## config.mk

```make
export PLATFORM = sky130hd
export DESIGN_NAME = hazard_scoreboard
export DESIGN_NICKNAME = d
export VERILOG_FILES = /design/src/rtl/hazard_scoreboard.sv
export SDC_FILE = /design/constraint.sdc
export NUM_CORES = 1
export LEC_CHECK = 0
export BUFFER_PORTS_ARGS = -buffer_cell sky130_fd_sc_hd__buf_2
export CAP_MARGIN = 15
export CORE_AREA = 5 5 71 73
export CTS_CLUSTER_DIAMETER = 80
export CTS_CLUSTER_SIZE = 20
export DETAILED_ROUTE_END_ITERATION = 10
export DIE_AREA = 0 0 76 78
export PLACE_DENSITY = 0.65
export SYNTH_ARGS = -nofsm -noshare
export SYNTH_HDL_FRONTEND = slang
export SYNTH_SLANG_ARGS = --single-unit
```

## constraint.sdc

```tcl
create_clock -name clk_i -period 2.37 [get_ports clk_i]
set_input_delay 0.237 -clock clk_i [delete_from_list [all_inputs] [get_ports clk_i]]
set_output_delay 0.237 -clock clk_i [all_outputs]
set_load 0.1 [all_outputs]
```

## src/rtl/hazard_scoreboard.sv

```systemverilog
// Pipeline hazard scoreboard: shadows EX/MEM/WB, detects load-use hazards and
// holds the front end while a multi-cycle multiply occupies EX.
module hazard_scoreboard #(
  parameter int MUL_LAT = 4
) (
  input  logic        clk_i,
  input  logic        rst_i,
  input  logic        id_valid_i,
  input  logic [4:0]  id_rs1_i,
  input  logic [4:0]  id_rs2_i,
  input  logic        id_use_rs1_i,
  input  logic        id_use_rs2_i,
  input  logic [4:0]  id_rd_i,
  input  logic        id_regwrite_i,
  input  logic        id_memread_i,
  input  logic        id_mul_i,
  input  logic        flush_i,
  output logic        stall_o,
  output logic        bubble_o,
  output logic        mul_busy_o,
  output logic [15:0] stall_cnt_o
);

  typedef struct packed {
    logic       v;
    logic [4:0] rd;
    logic       rw;
    logic       mr;
  } entry_t;

  localparam entry_t EmptyEntry = '0;

  entry_t      ex_q, ex_d, mem_q, mem_d, wb_q, wb_d;
  logic [2:0]  mcnt_q, mcnt_d;
  logic [15:0] stall_cnt_q, stall_cnt_d;
  logic        lu, issue, src_match;

  // x0 never carries a dependency, even from a load.
  assign src_match = (id_use_rs1_i && id_rs1_i == ex_q.rd) ||
                     (id_use_rs2_i && id_rs2_i == ex_q.rd);
  assign lu        = ex_q.v && ex_q.mr && (ex_q.rd != 5'd0) && src_match && id_valid_i;

  assign mul_busy_o  = (mcnt_q != 3'd0);
  assign stall_o     = mul_busy_o || (lu && !flush_i);
  assign bubble_o    = !mul_busy_o && (lu || flush_i || !id_valid_i);
  assign issue       = id_valid_i && !stall_o && !flush_i;
  assign stall_cnt_o = stall_cnt_q;

  // NOTE: every variable driven here gets a default first so no latch is inferred.
  always_comb begin
    ex_d        = EmptyEntry;
    mem_d       = ex_q;
    wb_d        = mem_q;
    mcnt_d      = 3'd0;
    stall_cnt_d = stall_cnt_q;
    if (mul_busy_o) begin
      // The multiply keeps EX; MEM receives a bubble each extra cycle.
      ex_d   = ex_q;
      mem_d  = EmptyEntry;
      mcnt_d = mcnt_q - 3'd1;
    end else if (issue) begin
      ex_d = '{v: 1'b1, rd: id_rd_i, rw: id_regwrite_i, mr: id_memread_i};
      if (id_mul_i) mcnt_d = 3'(MUL_LAT - 1);
    end
    if (stall_o && stall_cnt_q != 16'hFFFF) stall_cnt_d = stall_cnt_q + 16'd1;
  end

  // NOTE: sequential state uses non-blocking assignments only; reset is synchronous.
  always_ff @(posedge clk_i) begin
    if (rst_i) begin
      ex_q        <= EmptyEntry;
      mem_q       <= EmptyEntry;
      wb_q        <= EmptyEntry;
      mcnt_q      <= 3'd0;
      stall_cnt_q <= 16'd0;
    end else begin
      ex_q        <= ex_d;
      mem_q       <= mem_d;
      wb_q        <= wb_d;
      mcnt_q      <= mcnt_d;
      stall_cnt_q <= stall_cnt_d;
    end
  end

  // WB mirrors the CPU pipeline but has no consumer inside this block.
  logic unused_wb;
  assign unused_wb = ^wb_q;

endmodule
```

==> out/metrics.yaml, run 1 <==
outcome: "complete, no violations"
routed_via_density: 5.27
crit_fanout: 4
first_global_vias: 1322
drive_above_1_share: 0.422
power.leakage_uw: 0.000664
placedCellCount: 247
cts_max_path_buffers: 2
synth_top_family_by_area: "simple AND/OR/NAND/NOR gates"
cp-end-kind: "output pin"
async_reset_ff_frac: 0
netlist.area_leader.share: 0.353
synth_compound_area_frac: 0.207
grt_pass1_wl_um: 5780
cts_tree: "done"
grt_max_degree: 24
post_drt_wl_per_cell_um: 13.3
worstReg2RegStart: "ex_q[6]$_SDFFE_PP0P_"
fin_cells: 251
synth-seq-cells: 26
io_buffers: 41
yosysTopAreaCell: "dfxtp_1"
tightest_slew_ns: 0.494
netlist_area_um2: 1480
syn_to_final_growth_pct: 22.9
syn_inst: 158
syn_nets: 185
fin_setup_tns_ns: 0
hp-start: "id_rd_i[0]"
critical_path_required_ns: 2.13
core.rowCount: 24
post_cts_buffers: 0
min_delay_path_depth: 2
ys.flop_type: "dfxtp_1"
gr-total-overflow: 0
synth_xor_area_frac: 0.0653
insertedDiodeCount: 0
arrival_ns: 2.02
critical_path_class: "reg -> out"
muxShareOfSynthArea: 0.0305
die_h_um: 78
busiest_layer: "met2"
antenna_found_initial: 0
dp_slack_ns: 0.272
hpwl_um: 2520
synth_edf_count: 0
rrSetupSlack_ns: 0.29
die_x_um: 76
synth.avg_cell_area_um2: 9.34
seq_area_frac_synth: 0.353
routed_wl_um: 3330
ir_drop_uv: 827
cts_buffers: 3
drc_errors: 0
min_path_type: "in -> reg"
dieArea_um2: 5930
drt_pre_antenna_iters: 4
gr-usage-all-layers: 0.116
gp_congestion: 0.754
vias: 1323
maxCapViolations: 0
slew_viol_final: 0
path_clk_slew_ns: 0.09
synth_most_common_cell: "dfxtp_1"
hold_viol: 0
finalSetupViolations: 0
yosysWarnings: 0
nets: 227
cts_root_buffer: "clkbuf_8"
relSlewSlack: 0.673
synth_common_cells: "26 x dfxtp_1, 13 x a21oi_1, 11 x xnor2_1"
drt_iter0_markers: 36
cts.sinks: 26
hold_end: "ex_q[2]$_SDFFE_PP0P_"
ant_nets: 0
fin_worst_skew_ns: 0.00254
core_area_um2: 4290
cts_max_level: 1
setup_ws_ns: 0.118
p_per_area_nw_per_um2: 955
cp-start-kind: "flip-flop"
rsz0062_at_grt: "no"
yosys.area_share.simple: 0.265
grt_use_met1: 0.138
synth_cell_types: 39
synth_area_leaders: "dfxtp_1 35%, xnor2_1 6.5%, o31ai_1 5.1%, or4_1 4.6%, a21oi_1 4.4%"
ios: 43
synth_adder_area_share: 0.0254
clk_latency_ns: 0.27
r2r-end: "stall_cnt_o[6]$_SDFFE_PP0P_"
grt_use_met3: 0.0313
start_util: 0.344
use_met2: 0.193
fmax_mhz: 444
reg2reg_depth: 7
post-route-period-util: 0.950
fin_crit_ns: 2.25
-- cells in the final DEF (no fill, tap or decap), types with 2 or more instances in the layout --
cell and instances:
buf_2 39, dfxtp_2 15, a21oi_1 13, xnor2_1 11
dfxtp_1 11, o31ai_1 10, nand3_1 9, or4_1 9
nor2_1 8, nand4_1 7, nand2_1 7, a22o_1 6
buf_4 6, nor2b_1 5, inv_1 4, nor4_2 4
clkbuf_8 4, nand2b_1 3, mux2_4 3, ha_1 3
or3_2 2
-- critical path, stage by stage, from the launching register on --
cell	delay [ns]
dfxtp_1	0.36
or3_1	0.39
o311a_4	0.34
and2_2	0.22
nor2_1	0.12
nor2_2	0.05
clkbuf_4	0.27
-- final cells by class --
| class | instances | area [um2] |
|---|---|---|
| fill | 443 | 2480 |
| multi-input combinational | 118 | 883 |
| sequential | 26 | 539 |
| timing repair buffer | 46 | 248 |
| tap | 52 | 65.1 |
| clock buffer | 4 | 55.1 |
| inverter | 5 | 22.5 |
-- per-layer routing --
metal  vias up  part of all wire  wire [um]
met3         7             0.066        221
li1        674                 -          -
met5         -                 0          0
met2        43              0.44       1470
met4         0             0.016         52
met1       599              0.48       1590
-- kinds of logic (layout without fill, tap and decap cells) --
kind of cell             after synthesis  count (layout)
buffers and inverters                 14              55
AO/OA/AOI/OAI                         39              39
AND/OR/NAND/NOR                       62              62
multiplexers                           3               3
flip-flops                            26              26
adder cells (fa/ha/maj)                3               3
XOR/XNOR                              11              11
-- power breakdown --
group	total [uW]	switching, uW	internal [uW]	leakage, uW
clock	288	140	149	0.0000288
sequential	528	40.4	488	0.000218
combinational	915	671	244	0.000417
-- repair_timing --
item	CTS	global route
hold buffers	0	0
setup endpoints to repair	0	2
resized for setup	0	3
hold endpoints to repair	0	0
-- metrics by stage --
stage | instance area [um2] | total power [uW] | hold slack [ns] | utilization
2_1_floorplan | 1500 | 1340 | 0.354 | -
3_3_place_gp | 1750 | 1440 | 0.447 | 0.408
3_5_place_dp | 1750 | 1450 | 0.453 | 0.408
4_1_cts | 1810 | 1740 | 0.161 | 0.421
5_1_grt | 1810 | 1840 | 0.164 | 0.422
6_report | 1810 | 1730 | 0.172 | 0.422
-- how the worst max path moves through the flow --
stage	cells past startpoint	start	endpoint	slack (ns)
6_report	6	ex_q[3]$_SDFFE_PP0P_	bubble_o	0.12
2_1_floorplan	7	ex_q[3]$_SDFFE_PP0P_	stall_cnt_o[1]$_SDFFE_PP0P_	0.02
5_1_grt	6	ex_q[3]$_SDFFE_PP0P_	bubble_o	0.02
4_1_cts	5	ex_q[3]$_SDFFE_PP0P_	stall_o	0.06
3_3_place_gp	7	ex_q[6]$_SDFFE_PP0P_	stall_cnt_o[6]$_SDFFE_PP0P_	0.29
3_5_place_dp	7	ex_q[6]$_SDFFE_PP0P_	stall_cnt_o[6]$_SDFFE_PP0P_	0.27
-- sequential cells by signal (all words and copies together) (netlist names) --
name / cells
ex_q: 7
stall_cnt_o: 16
mcnt_q: 3
(Power assumes the default switching activity.)
==> inputs of run 2 (changes only) <==
==> constraint.sdc (replaced) <==
create_clock -name clk_i -period 2.37 [get_ports clk_i]
set_input_delay 0.3555 -clock clk_i [delete_from_list [all_inputs] [get_ports clk_i]]
set_output_delay 0.3555 -clock clk_i [all_outputs]
set_load 0.1 [all_outputs]
==> run 2 against run 1 <==
Clock skew decreased by 0.00059 ns. Cell count increased by 0.80%. Routed wire length increased by 5.4%. First-iteration DRC count decreased by 2.8%. Fmax decreased by 0.62%. Worst setup slack got worse by 0.014 ns. Register-to-register slack got worse by 0.14 ns. Critical endpoint is now stall_o. Largest power group unchanged.
==> out/metrics.yaml, run 2 (synthesized netlist as in run 1, its figures left out) <==
min_path_type: "in -> reg"
nFillCells: 435
cts_max_path_buffers: 2
rsz0062_at_grt: "no"
fin_util: 0.436
min_delay_path_depth: 2
antenna_found_initial: 0
hold_viol: 0
multiInputGateArea_um2: 883
gr-usage-all-layers: 0.126
routed_via_density: 5.22
r2r-end: "stall_cnt_o[6]$_SDFFE_PP0P_"
fmax_mhz: 441
slew_viol_final: 0
start_util: 0.344
critical_path_class: "reg -> out"
worstPathCellList: "or3_1 -> o311a_4 -> a31oi_4 -> clkinvlp_4 -> buf_6"
rrSetupSlack_ns: 0.15
cts_hold_buf: 0
io_buffers: 41
die_h_um: 78
drive_above_1_share: 0.433
hold_end: "ex_q[2]$_SDFFE_PP0P_"
combPwrFrac: 0.531
intPower_uw: 1040
largest_reg_flops: 16
maxCapViolations: 0
nets: 229
post-route-period-util: 0.956
path_depth: 5
crit_fanout: 4
grt_use_met3: 0.0440
hpwl_um: 2540
power.leakage_uw: 0.000693
syn_to_final_growth_pct: 27.1
dieArea_um2: 5930
pwr-share-seq: 0.273
cp-start-kind: "flip-flop"
slowest_stage: "or3_1"
clk_latency_ns: 0.28
power.share.clock: 0.196
ant_nets: 0
worstReg2RegStart: "ex_q[6]$_SDFFE_PP0P_"
fin_setup_tns_ns: 0
cp-end-kind: "output pin"
switching_power_uw: 894
cts.sinks: 26
cts_tree: "done"
routed_wl_um: 3510
drc_errors: 0
core_area_um2: 4290
layout_commonest_cell: "buf_2"
grt_use_met1: 0.154
reg2reg_depth: 8
cts_buffers: 3
outcome: "complete, no violations"
regArea_um2: 541
path_delay_family: "compound AO/OA/AOI/OAI gates"
grt_pass1_wl_um: 6310
cts_root_buffer: "clkbuf_8"
tightest_slew_ns: 0.496
drt_iter0_markers: 35
gr-total-overflow: 0
critical-path-max-stage-delay_ns: 0.38
die_x_um: 76
ios: 43
arrival_ns: 1.91
cts_max_level: 1
post_drt_wl_per_cell_um: 13.9
hp-start: "id_rd_i[0]"
use_met2: 0.203
gp_congestion: 0.738
p_per_area_nw_per_um2: 1030
path_clk_slew_ns: 0.10
drt_pre_antenna_iters: 4
final_cell_mix: "39 x buf_2, 16 x dfxtp_2, 13 x a21oi_1"
critical_path_required_ns: 2.01
finalSetupViolations: 0
vias: 1320
insertedDiodeCount: 0
first_global_vias: 1360
cp.buffers_inverters: 2
grt_max_degree: 28
ir_drop_uv: 1160
switching_share: 0.462
fin_crit_ns: 2.27
relSlewSlack: 0.672
fin_worst_skew_ns: 0.00195
core.rowCount: 24
busiest_layer: "met2"
-- run 2: cell types whose count changed in the layout (fill, tap and decap cells not counted), sizes merged --
cell / change
buf: +3
clkbuf: -2
bufinv: +1
-- run 2: power by group through the flow --
stage / clock network, uW / registers [uW] / logic [uW]
final: 379 / 528 / 1030
after global routing: 407 / 537 / 1100
after CTS: 388 / 528 / 1010
after detailed placement: 0 / 538 / 973
after global placement: 0 / 537 / 968
after floorplan: 0 / 637 / 705
-- run 2: stage by stage --
| stage | cell area, um2 | hold slack [ns] | cells | setup WS [ns] | power (uW) |
|---|---|---|---|---|---|
| floorplan | 1500 | 0.467 | 158 | 0.0229 | 1340 |
| global placement | 1780 | 0.472 | 247 | 0.228 | 1500 |
| detailed placement | 1780 | 0.476 | 247 | 0.231 | 1510 |
| CTS | 1870 | 0.277 | 252 | 0.00266 | 1930 |
| global route | 1870 | 0.281 | 253 | 0.0239 | 2040 |
| finish | 1870 | 0.283 | 253 | 0.104 | 1940 |
-- run 2: worst max-delay path by stage --
stage | start | endpoint | slack, ns
after global placement | ex_q[3]$_SDFFE_PP0P_ | stall_o | 0.23
after detailed placement | id_rs1_i[1] | stall_cnt_o[15]$_SDFFE_PP0P_ | 0.23
after CTS | ex_q[3]$_SDFFE_PP0P_ | stall_o | 0.003
final | ex_q[3]$_SDFFE_PP0P_ | stall_o | 0.10
after global routing | ex_q[3]$_SDFFE_PP0P_ | bubble_o | 0.02
after floorplan | ex_q[3]$_SDFFE_PP0P_ | stall_cnt_o[1]$_SDFFE_PP0P_ | 0.02
-- run 2: final cells by class --
type	count	share of cell area
inverter	5	0.0120
clock buffer	3	0.0220
clock inverter	1	0.0160
timing repair buffer	48	0.156
sequential	26	0.288
tap	52	0.0347
multi-input combinational	118	0.471
-- run 2: repair_timing --
| item | CTS | global route |
|---|---|---|
| pin swaps | 0 | 1 |
| gates cloned | 0 | 0 |
| gates resized for setup | 2 | 1 |
| buffers inserted | 1 | 1 |
| endpoints found under the setup margin | 1 | 2 |
-- run 2: per-layer routing --
layer,share of wire,vias up,routed length [um]
li1,-,682,-
met5,0,-,0
met4,0.015,0,54
met2,0.45,36,1570
met1,0.47,596,1650
met3,0.066,6,231
